==> config.mk <==
export PLATFORM = sky130hd
export DESIGN_NAME = instr_fetch
export DESIGN_NICKNAME = d
export VERILOG_FILES = /design/src/rtl/fetch_pkg.sv /design/src/rtl/fetch_decode.sv /design/src/rtl/instr_fetch.sv
export SDC_FILE = /design/constraint.sdc
export NUM_CORES = 1
export LEC_CHECK = 0
export CAP_MARGIN = 20
export CORE_ASPECT_RATIO = 0.6
export CORE_MARGIN = 2
export CORE_UTILIZATION = 40
export CTS_CLUSTER_DIAMETER = 30
export DETAILED_ROUTE_END_ITERATION = 10
export HOLD_SLACK_MARGIN = 0.06
export PLACE_DENSITY = 0.76
export RECOVER_POWER = 25
export SYNTH_ARGS = -nofsm -noshare
export SYNTH_HDL_FRONTEND = slang
export SYNTH_HIERARCHICAL = 1
export SYNTH_SLANG_ARGS = --single-unit
==> constraint.sdc <==
create_clock -name clk -period 1.7 [get_ports clk]
set_clock_uncertainty 0.05 [all_clocks]
set_input_delay 0.34 -clock clk [delete_from_list [all_inputs] [get_ports clk]]
set_output_delay 0.34 -clock clk [all_outputs]
set_load 0.01 [all_outputs]
==> src/rtl/fetch_pkg.sv <==
// Shared definitions for the instruction fetch unit: opcodes, FSM encoding,
// memory timeout and a small opcode-extraction helper.
package fetch_pkg;

   localparam logic [3:0] OP_JMP  = 4'hC;
   localparam logic [3:0] OP_BEQ  = 4'hB;

   // Number of consecutive WAIT cycles without read data before a retry.
   localparam logic [3:0] TIMEOUT = 4'd15;

   typedef enum logic [1:0] {
      IDLE = 2'd0,
      REQ  = 2'd1,
      WAIT = 2'd2,
      HOLD = 2'd3
   } fetch_state_t;

   function automatic logic [3:0] opcode_of(input logic [15:0] instr_word);
      return instr_word[15:12];
   endfunction

endpackage

==> src/rtl/fetch_decode.sv <==
// Combinational decode of a fetched instruction into the PC control fields.
module fetch_decode
   import fetch_pkg::*;
(
   input  logic [15:0] i_instr,
   input  logic        i_cond_flag,
   output logic [7:0]  o_im,
   output logic        o_branch,
   output logic        o_nia
);

   logic [3:0] w_opcode;

   assign w_opcode = opcode_of(i_instr);
   assign o_im     = i_instr[7:0];

   // JMP loads the PC absolutely; BEQ branches relative when the zero flag is set.
   always_comb begin
      o_branch = 1'b0;
      o_nia    = 1'b1;
      case (w_opcode)
         OP_JMP:  o_nia    = 1'b0;
         OP_BEQ:  o_branch = i_cond_flag;
         default: ;
      endcase
   end

endmodule

==> src/rtl/instr_fetch.sv <==
// Instruction fetch unit: issues one read per instruction, waits for data with
// a retry timeout, then holds the instruction until it is accepted or flushed.
module instr_fetch
   import fetch_pkg::*;
(
   input  logic        clk,
   input  logic        rst,
   input  logic [7:0]  pc_addr,
   output logic        pc_step,
   output logic        mem_req,
   output logic [7:0]  mem_addr,
   input  logic        mem_rvalid,
   input  logic [15:0] mem_rdata,
   input  logic        cond_flag,
   input  logic        flush,
   output logic [15:0] instr,
   output logic        instr_valid,
   input  logic        instr_ready,
   output logic [7:0]  im,
   output logic        branch,
   output logic        nia,
   output logic        err
);

   fetch_state_t r_state;
   logic [3:0]   r_cnt;
   logic         r_mem_req;
   logic [7:0]   r_mem_addr;
   logic [15:0]  r_instr;
   logic         r_instr_valid;
   logic         r_err;

   logic         w_hold;
   logic [7:0]   w_im;
   logic         w_branch;
   logic         w_nia;

   assign w_hold = (r_state == HOLD);

   fetch_decode u_decode (
      .i_instr     (r_instr),
      .i_cond_flag (cond_flag),
      .o_im        (w_im),
      .o_branch    (w_branch),
      .o_nia       (w_nia)
   );

   // Fetch sequencer; the read address is sampled from pc_addr on the edge that
   // enters REQ from IDLE or HOLD, and kept unchanged for a timeout retry.
   always_ff @(posedge clk or posedge rst) begin
      if (rst) begin
         r_state       <= IDLE;
         r_cnt         <= 4'd0;
         r_mem_req     <= 1'b0;
         r_mem_addr    <= 8'h00;
         r_instr       <= 16'h0000;
         r_instr_valid <= 1'b0;
         r_err         <= 1'b0;
      end else begin
         r_mem_req <= 1'b0;
         case (r_state)
            IDLE: begin
               r_state    <= REQ;
               r_mem_req  <= 1'b1;
               r_mem_addr <= pc_addr;
            end
            REQ: begin
               r_state <= WAIT;
               r_cnt   <= 4'd0;
            end
            WAIT: begin
               if (mem_rvalid) begin
                  r_instr       <= mem_rdata;
                  r_instr_valid <= 1'b1;
                  r_cnt         <= 4'd0;
                  r_state       <= HOLD;
               end else if (r_cnt == TIMEOUT - 4'd1) begin
                  r_err     <= 1'b1;
                  r_cnt     <= 4'd0;
                  r_mem_req <= 1'b1;
                  r_state   <= REQ;
               end else begin
                  r_cnt <= r_cnt + 4'd1;
               end
            end
            HOLD: begin
               if (flush || instr_ready) begin
                  r_instr_valid <= 1'b0;
                  r_mem_req     <= 1'b1;
                  r_mem_addr    <= pc_addr;
                  r_state       <= REQ;
               end
            end
            default: r_state <= IDLE;
         endcase
      end
   end

   assign mem_req     = r_mem_req;
   assign mem_addr    = r_mem_addr;
   assign instr       = r_instr;
   assign instr_valid = r_instr_valid;
   assign err         = r_err;

   // PC controls are only meaningful while an instruction is held.
   assign pc_step = w_hold & instr_ready & ~flush;
   assign im      = w_hold ? w_im : 8'h00;
   assign branch  = w_hold & w_branch;
   assign nia     = w_hold ? w_nia : 1'b1;

endmodule

==> results by stage, run 1 <==
Run status:
- The run finished with clean final reports.

Place:
- The half-perimeter wire length after placement is 2760 µm.
- At the end of routability-driven placement, the weighted congestion stood at 0.806.
- In this run the tool buffered the top-level ports with 67 buffer cells.

Synthesis:
- The combinational family with the most area after synthesis is multiplexers.
- After synthesis the cells add up to 1630 µm².
- After Yosys synthesis, XOR and XNOR cells account for 0% of the synthesized area.
- The dominant synthesized flop cell is sky130_fd_sc_hd__dfrtp_1.
- After technology mapping, the gate count stands at 127.
- The fraction of synthesized cell area taken by the top area cell type is 50.8%.
- After synthesis the netlist holds a flip-flop and latch count of 33.
- The compound-gate portion of the synthesized area is 4.62%.
- The commonest cells after synthesis are sky130_fd_sc_hd__dfrtp_1 (33), sky130_fd_sc_hd__mux2_2 (14), sky130_fd_sc_hd__mux2_4 (10).
- Counting every net in the synthesized netlist gives 163.
- A synthesized cell averages 12.8 µm².
- The number of flops mapped to enable cells by yosys is 0.
- The synthesized netlist devotes 4.62% of its cell area to adder and majority cells.
- After Yosys synthesis, and, or, nand and nor cells account for 11.7% of the synthesized area.
- For this run, the register share of the synthesized area comes to 50.8%.
- Yosys printed 6 warnings.
- Yosys attributes the largest share of cell area to sky130_fd_sc_hd__dfrtp_1 (51%), sky130_fd_sc_hd__mux2_2 (9.7%), sky130_fd_sc_hd__mux2_4 (9.2%), sky130_fd_sc_hd__ha_1 (4.6%), sky130_fd_sc_hd__buf_4 (3.7%).
- Yosys mapped the design onto 28 distinct sky130hd cell types.
- In the synthesized netlist the async set-or-reset flop fraction comes to 100%.
- Multiplexer cells account for 21.4% of the synthesized area.
- The most area-hungry cell type in the Yosys netlist is sky130_fd_sc_hd__dfrtp_1.
- The most common cell in the synthesized netlist is sky130_fd_sc_hd__dfrtp_1.

CTS:
- TritonCTS created 5 clock buffers.
- Buffers inserted to repair hold after CTS numbered 0.
- The CTS tree is built.
- The clock transition at the registers of the reported paths is 0.06 ns.
- The total number of H-tree levels is 2.
- The number of buffers on the longest clock path is 2.
- The cell at the root of the clock tree is sky130_fd_sc_hd__clkbuf_8.
- The clock reaches the later pin of the worst-skew pair after 0.27 ns.
- The number of clock sinks seen by CTS is 33.

STA:
- Setup repair after global routing could not meet its margin everywhere.
- At the pin with the least slew margin, the transition time is 0.673 ns.
- The number of hold violations in the final report is 0.
- After layout, the worst path uses 99.0% of the clock period.
- The highest clock rate is 0.594 GHz.
- The worst pin sits at a relative slew slack of 55.2%.
- Setup violations remaining at the end of the flow were counted as 0.
- The number of pins with negative max-slew slack in the final report is 0.
- The routed design could run at a clock period as short as 1.68 ns.
- Hold timing on the final database bottoms out at a slack of 0.449 ns.

Setup path:
- Walking the worst path, the cells encountered are ha_4 > buf_6 > buf_6 > nand2b_1 > buf_2.
- STA classifies the critical path endpoint as an output pin.
- The most frequent cell on the critical path is sky130_fd_sc_hd__buf_6.
- The worst setup path is launched from a flop.
- The arrival time at the worst endpoint is 1.29 ns.
- The maximum cell stage delay along the critical path is 0.41 ns.
- In this run the worst path has a maximum fanout of 5.
- STA puts the critical path data required time at 1.31 ns.
- The worst-path cell with the longest stage delay is sky130_fd_sc_hd__dfrtp_1.
- The worst setup path is of the flop to output pin kind.

Drt:
- For this block, the initial DRC count from the detailed router was 62.
- Once detail routing completed, the nets flagged for antenna violations numbered 0.
- Dividing the detail-routed via count by the number of cells gives 4.75.
- The total via count in the routed design is 1198.
- For this run, design rule violations remaining after detail routing come to 0.
- The count of TritonRoute iterations in the first routing pass is 4.
- For this block, the routed nets add up to 3700 µm of wire.
- In the final routed layout, each cell accounts on average for 14.7 µm.

Layout:
- Relative to the synthesized area, the layout overhead comes to 51.8%.
- The share of post-route cells with drive strength above 1 is 32.2%.
- The net total in the final layout is 240.
- The repair_antennas step left the layout with diodes totalling 0.
- Counting the fill cells in the layout gives 285.

Die:
- The overall die width is 86.3 µm.
- The site row count is 17.
- The number of placed I/O pins is 68.
- The height of the die is 53.4 µm.
- The initial utilization of the core area, before any placement, comes to 43.0%.
- The placeable core area is 3790 µm².
- The area enclosed by the die boundary is 4610 µm².

GRT:
- The number of global-route vias before repair is 1171.
- The initial antenna violation count is 0.
- The largest net degree at the start of global routing is 21.
- The first-pass GRT wire length is 5750 µm.
- Across every metal layer, demand over resource in global routing totals 16.8%.
- The total overflow left after global routing is 0.

Power:
- VDD sags by at most 0.803 mV.
- In this run the static leakage power is 1.16 nW.
- The total power consumption of the routed design is 0.00411 W.
- The power density over cell area is 1660 nW/µm².

Worst hold path:
- The path class of the lowest-slack min-delay path is flop to flop.

Flow run:
- The total of max-cap violations is 0.
per-layer routing:
metal	vias up	share of wire (%)	global-route usage, %
met5	-	0	0
met4	0	2.6	7.81
met3	9	5.1	4.68
met2	37	47	26.9
met1	571	45	21.4
li1	581	-	-
cells in the final DEF, fill, tap and decap left out, types with 4 or more instances in the layout:
cell type,netlist,routed
sky130_fd_sc_hd__buf_2,0,10
sky130_fd_sc_hd__clkbuf_8,0,5
sky130_fd_sc_hd__mux2i_1,4,4
sky130_fd_sc_hd__inv_1,9,7
sky130_fd_sc_hd__dfrtp_1,33,33
sky130_fd_sc_hd__nand2b_1,5,5
sky130_fd_sc_hd__clkdlybuf4s50_1,0,53
sky130_fd_sc_hd__mux2_4,10,11
sky130_fd_sc_hd__and2_1,9,9
sky130_fd_sc_hd__buf_4,8,8
sky130_fd_sc_hd__mux2_2,14,13
sky130_fd_sc_hd__clkbuf_1,2,4
worst paths after layout:
kind	to	depth (start not counted)	slack (ns)	from
worst max-delay path	nia	5	0.02	r_state[1]
worst min-delay path	err	1	0.45	err
worst max register to register	mem_addr[1]	7	0.03	r_state[1]
worst min register to register	err	1	0.45	err
max in group asynchronous	mem_addr[0]	3	0.52	rst
min in group asynchronous	instr[6]	3	0.59	rst
stage by stage:
stage / cells / setup WS, ns / cell area, µm² / setup TNS [ns] / utilization [%]
finish: 252 / 0.0170 / 2470 / 0 / 65.2
global route: 252 / -0.0317 / 2470 / -0.0915 / 65.2
CTS: 251 / -0.0695 / 2450 / -0.0721 / 64.8
detailed placement: 240 / -0.472 / 2350 / -4.86 / 62.1
global placement: 240 / -0.472 / 2350 / -3.52 / 62.1
floorplan: 127 / 0.188 / 1630 / 0 / -
state kept, by name, summed over array words and instances, names as in the netlist:
name and count:
instr 16, mem_req 1, instr_valid 1, err 1
mem_addr 8, r_state 2, r_cnt 4
cell type report:
type	instances	area, µm²	share of cell area, %
multi-input combinational	74	729	29.5
sequential	33	826	33.4
clock buffer	8	80.1	3.24
inverter	9	36.3	1.47
timing repair buffer	81	739	29.9
tap	47	58.8	2.38
where the power goes:
part	total, W	leakage [nW]	internal (W)	switching, W
logic	0.00221	0.715	0.00137	0.000844
registers	0.00136	0.405	0.00113	0.000222
clock network	0.000544	0.0395	0.000290	0.000254
repair_timing:
action                                  CTS  global route
pin swaps                                 4             2
setup buffers                             4             1
gates resized for setup                  52             8
endpoints found under the setup margin   19            30
worst max-delay path, delay by kind of cell, from the launching register on:
| family | cells | cell delay [ns] |
|---|---|---|
| flops | 1 | 0.41 |
| buf+inv | 3 | 0.37 |
| fa+ha+maj | 1 | 0.18 |
| simple gates | 1 | 0.06 |
cell families after synthesis:
family | after synthesis
flops | 33
fa+ha+maj | 6
compound gates | 10
simple gates | 30
buf+inv | 20
mux | 28
No activity file was read; power rests on OpenSTA's default activity.
==> run 2, diff against run 1 <==
--- a/config.mk
+++ b/config.mk
@@ -8,11 +8,12 @@
 export CAP_MARGIN = 20
 export CORE_ASPECT_RATIO = 0.6
 export CORE_MARGIN = 2
-export CORE_UTILIZATION = 40
+export CORE_UTILIZATION = 44
+export CTS_BUF_LIST = sky130_fd_sc_hd__clkbuf_8
 export CTS_CLUSTER_DIAMETER = 30
 export DETAILED_ROUTE_END_ITERATION = 10
 export HOLD_SLACK_MARGIN = 0.06
-export PLACE_DENSITY = 0.76
+export PLACE_DENSITY = 0.82
 export RECOVER_POWER = 25
 export SYNTH_ARGS = -nofsm -noshare
 export SYNTH_HDL_FRONTEND = slang
==> run 2 against run 1 <==
Net effect:
- wire length up 7.7%
- final cell count up 0.40%
- the flow now finishes with violations (setup timing)
- critical endpoint is now mem_addr[7]
- clock-buffer cell count down 2
- power up 5.0%
- flip-flop and latch count unchanged
- combinational power up 7%
- fmax down 2.5%
- core utilization up 5.7 points
- via count up 4.8%
- sequential share of layout area down 1.1 points
==> results by stage, run 2 (synthesized netlist as in run 1, its figures left out) <==
Run status:
- The flow ran to the end, but the final reports show violations.
- The final reports fail on setup timing.

CTS:
- The total number of H-tree levels is 2 (unchanged).
- The number of buffers on the longest clock path is 2 (unchanged).
- The clock transition at the registers of the reported paths is 0.06 ns (about the same).
- The cell at the root of the clock tree is sky130_fd_sc_hd__clkbuf_8.
- The number of clock sinks seen by CTS is 33 (unchanged).
- The number of buffers inserted during clock tree synthesis is 5 (unchanged).
- The later-pin clock latency in the skew report is 0.28 ns (about the same).
- The CTS tree is built.

Layout:
- The net total in the final layout is 242 (+0.83%).
- The share of post-route cells with drive strength above 1 is 34.5% (+2.3 points).
- The library cell used most frequently in the layout, excluding fill and tap cells, is sky130_fd_sc_hd__clkdlybuf4s50_1.
- The area added between synthesis and finish is 56.8%.
- The number of flip-flops under the largest register name was 16 (unchanged).
- The count of antenna diodes in the layout is 0 (unchanged).
- The final cell area excluding filler cells came to 2550 µm² (+3.3%).
- Leaving out fill and tap cells, the most frequent cells in the layout are sky130_fd_sc_hd__clkdlybuf4s50_1 (52), sky130_fd_sc_hd__dfrtp_1 (33), sky130_fd_sc_hd__mux2_4 (18), sky130_fd_sc_hd__inv_1 (10), sky130_fd_sc_hd__buf_4 (9).

STA:
- Setup repair after global routing could not meet its margin everywhere.
- The worst-case hold slack is 0.422 ns (-0.0268 ns).
- The relative max-transition margin is 61.0% (+5.9 points).
- The setup TNS is -0.153 ns (-0.153 ns).
- The count of final setup violators came to 8 (+8).
- The number of hold violations in the final report is 0 (unchanged).
- The number of pins with negative max-slew slack in the final report was 0 (unchanged).
- The highest clock rate is 0.579 GHz (-2.5%).
- The transition at the pin with the smallest max-transition slack is 0.585 ns (-0.0881 ns).
- The final period utilization is 102% (+2.6 points).
- The minimum clock period after layout is 1.73 ns (+0.0434 ns).
- The worst path setup slack after routing came to -0.0264 ns (-0.0434 ns).

Setup path:
- The type of element capturing the critical path is a flop.
- The most numerous cell type found on the critical path is sky130_fd_sc_hd__buf_6.
- The category of cells accounting for the largest share of critical-path delay is buffers and inverters.
- The register-to-register setup slack was -0.03 ns (-0.06 ns).
- The number of cell instances on the worst register-to-register path is 7 (unchanged).
- The end of the worst register-to-register path is mem_addr[7].
- The worst-path cell with the longest stage delay is sky130_fd_sc_hd__dfrtp_1.
- The startpoint of the worst-slack reg-to-reg timing path is r_state[1].
- The most critical setup path has its startpoint at r_state[1].
- The endpoint required time on the critical path was 1.81 ns (+0.50 ns).
- Walking the worst path, the cells encountered are ha_4 > buf_6 > buf_6 > buf_6 > o21ai_4 > buf_12 > mux2_4.
- STA classifies the critical path startpoint as a flop.
- The path type of the worst setup path is flop to flop.
- The maximum fanout encountered on the critical timing path is 8 (+3).
- The logic depth of the worst path, buffers included is 7 (+2).
- The worst path buffer plus inverter count is 4 (+1).
- The arrival time at the worst endpoint is 1.84 ns (+0.55 ns).
- The maximum cell stage delay along the critical path is 0.41 ns (about the same).

Power:
- The power density over cell area was 1690 nW/µm² (+1.7%).
- The total leakage power is 1.23 nW (+6.5%).
- The maximum ir drop on the vdd rail came to 0.981 mV (+22%).

Drt:
- The count of TritonRoute iterations in the first routing pass is 4 (unchanged).
- The wire length per cell was 15.8 µm (+7.3%).
- The sum of routed wire segments on met1 is 1720 µm (+2.3%).
- The detailed router used layers up to and including met4.
- The count of antenna-violating nets left after detailed routing came to 0 (unchanged).
- The wire length after detailed routing is 3990 µm (+7.7%).
- The final routed DRC violation total was 0 (unchanged).
- The number of DRC markers in iteration 0 is 66 (+6.5%).
- The detailed-route vias per instance came to 4.96 (+4.4%).
- The met2 routed wirelength is 1990 µm (+15%).
- The detailed route wirelength on metal3 is 248 µm (+32%).
- The total via count in the routed design came to 1256 (+4.8%).

Die:
- The starting density of the core is 45.2% (+2.3 points).
- The height of the die was 51.1 µm (-4.3%).
- The site row count is 17 (unchanged).
- The placeable core area is 3590 µm² (-5.1%).
- The number of placed I/O pins is 68 (unchanged).
- The overall die width came to 82.5 µm (-4.4%).
- The area enclosed by the die boundary came to 4220 µm² (-8.6%).

Worst hold path:
- The beginning of the worst hold path is err.
- The min-delay analysis places its worst path in the category flop to flop.
- The hold path depth is 1 (unchanged).
- For hold timing, the worst endpoint is err.

Flow run:
- The total of max-cap violations is 0 (unchanged).

GRT:
- The initial antenna violation count is 0 (unchanged).
- The number of global-route vias before repair was 1334 (+14%).
- The total overflow reported by the global router is 0 (unchanged).
- The first-pass GRT wire length came to 6590 µm (+15%).
- The total global-route track usage came to 21.6% (+4.8 points).
- The largest net degree at the start of global routing is 25 (+19%).

Place:
- The weighted congestion at the end of routability-driven global placement came to 0.842 (+4.5%).
- The half-perimeter wire length after placement was 2850 µm (+3.2%).
- The count of buffers from port buffering came to 67 (unchanged).
- The placement-stage cell area came to 2350 µm² (unchanged).
[run 2: power breakdown]
group / internal [W] / total, W / switching [W]
Clock: 0.000315 / 0.000579 / 0.000264
Sequential: 0.00114 / 0.00138 / 0.000247
Combinational: 0.00149 / 0.00236 / 0.000865
Total: 0.00294 / 0.00432 / 0.00138
[run 2: stage by stage]
step | std cells | setup WS (ns) | power, W | utilization [%]
6_report | 253 | -0.0264 | 0.00432 | 71.0
5_1_grt | 253 | -0.0891 | 0.00458 | 71.0
4_1_cts | 252 | -0.0194 | 0.00429 | 70.0
3_5_place_dp | 240 | -0.479 | 0.00341 | 65.4
3_3_place_gp | 240 | -0.438 | 0.00333 | 65.4
2_1_floorplan | 127 | 0.188 | 0.00247 | -
[run 2: how the worst max path moves through the flow]
| stage | endpoint |
|---|---|
| after CTS | mem_addr[3] |
| after global routing | r_cnt[2] |
| after detailed placement | branch |
| after global placement | branch |
| after floorplan | mem_addr[0] |
| final | mem_addr[7] |
[run 2: repair_timing]
item | CTS | global route
endpoints found under the hold margin | 0 | 0
hold buffers | 0 | 0
setup buffers | 6 | 1
endpoints found under the setup margin | 19 | 32
resized for setup | 60 | 13
gates cloned | 0 | 0
pin swaps | 6 | 2
[run 2: final cells by class]
class                   count  area, µm²
multi-input cells          74        758
well taps                  47       58.8
clock buffers               6       82.6
inverters                   9       33.8
fillers                   248       1040
flip-flops and latches     33        826
clock inverters             1       3.75
repair buffers             83        788
[run 2: routing by layer]
metal  global-route usage [%]  vias up
li1                         -      580
met1                     27.8      630
met2                     34.5       42
met3                     7.07        4
met4                     7.38        0
met5                        0        -
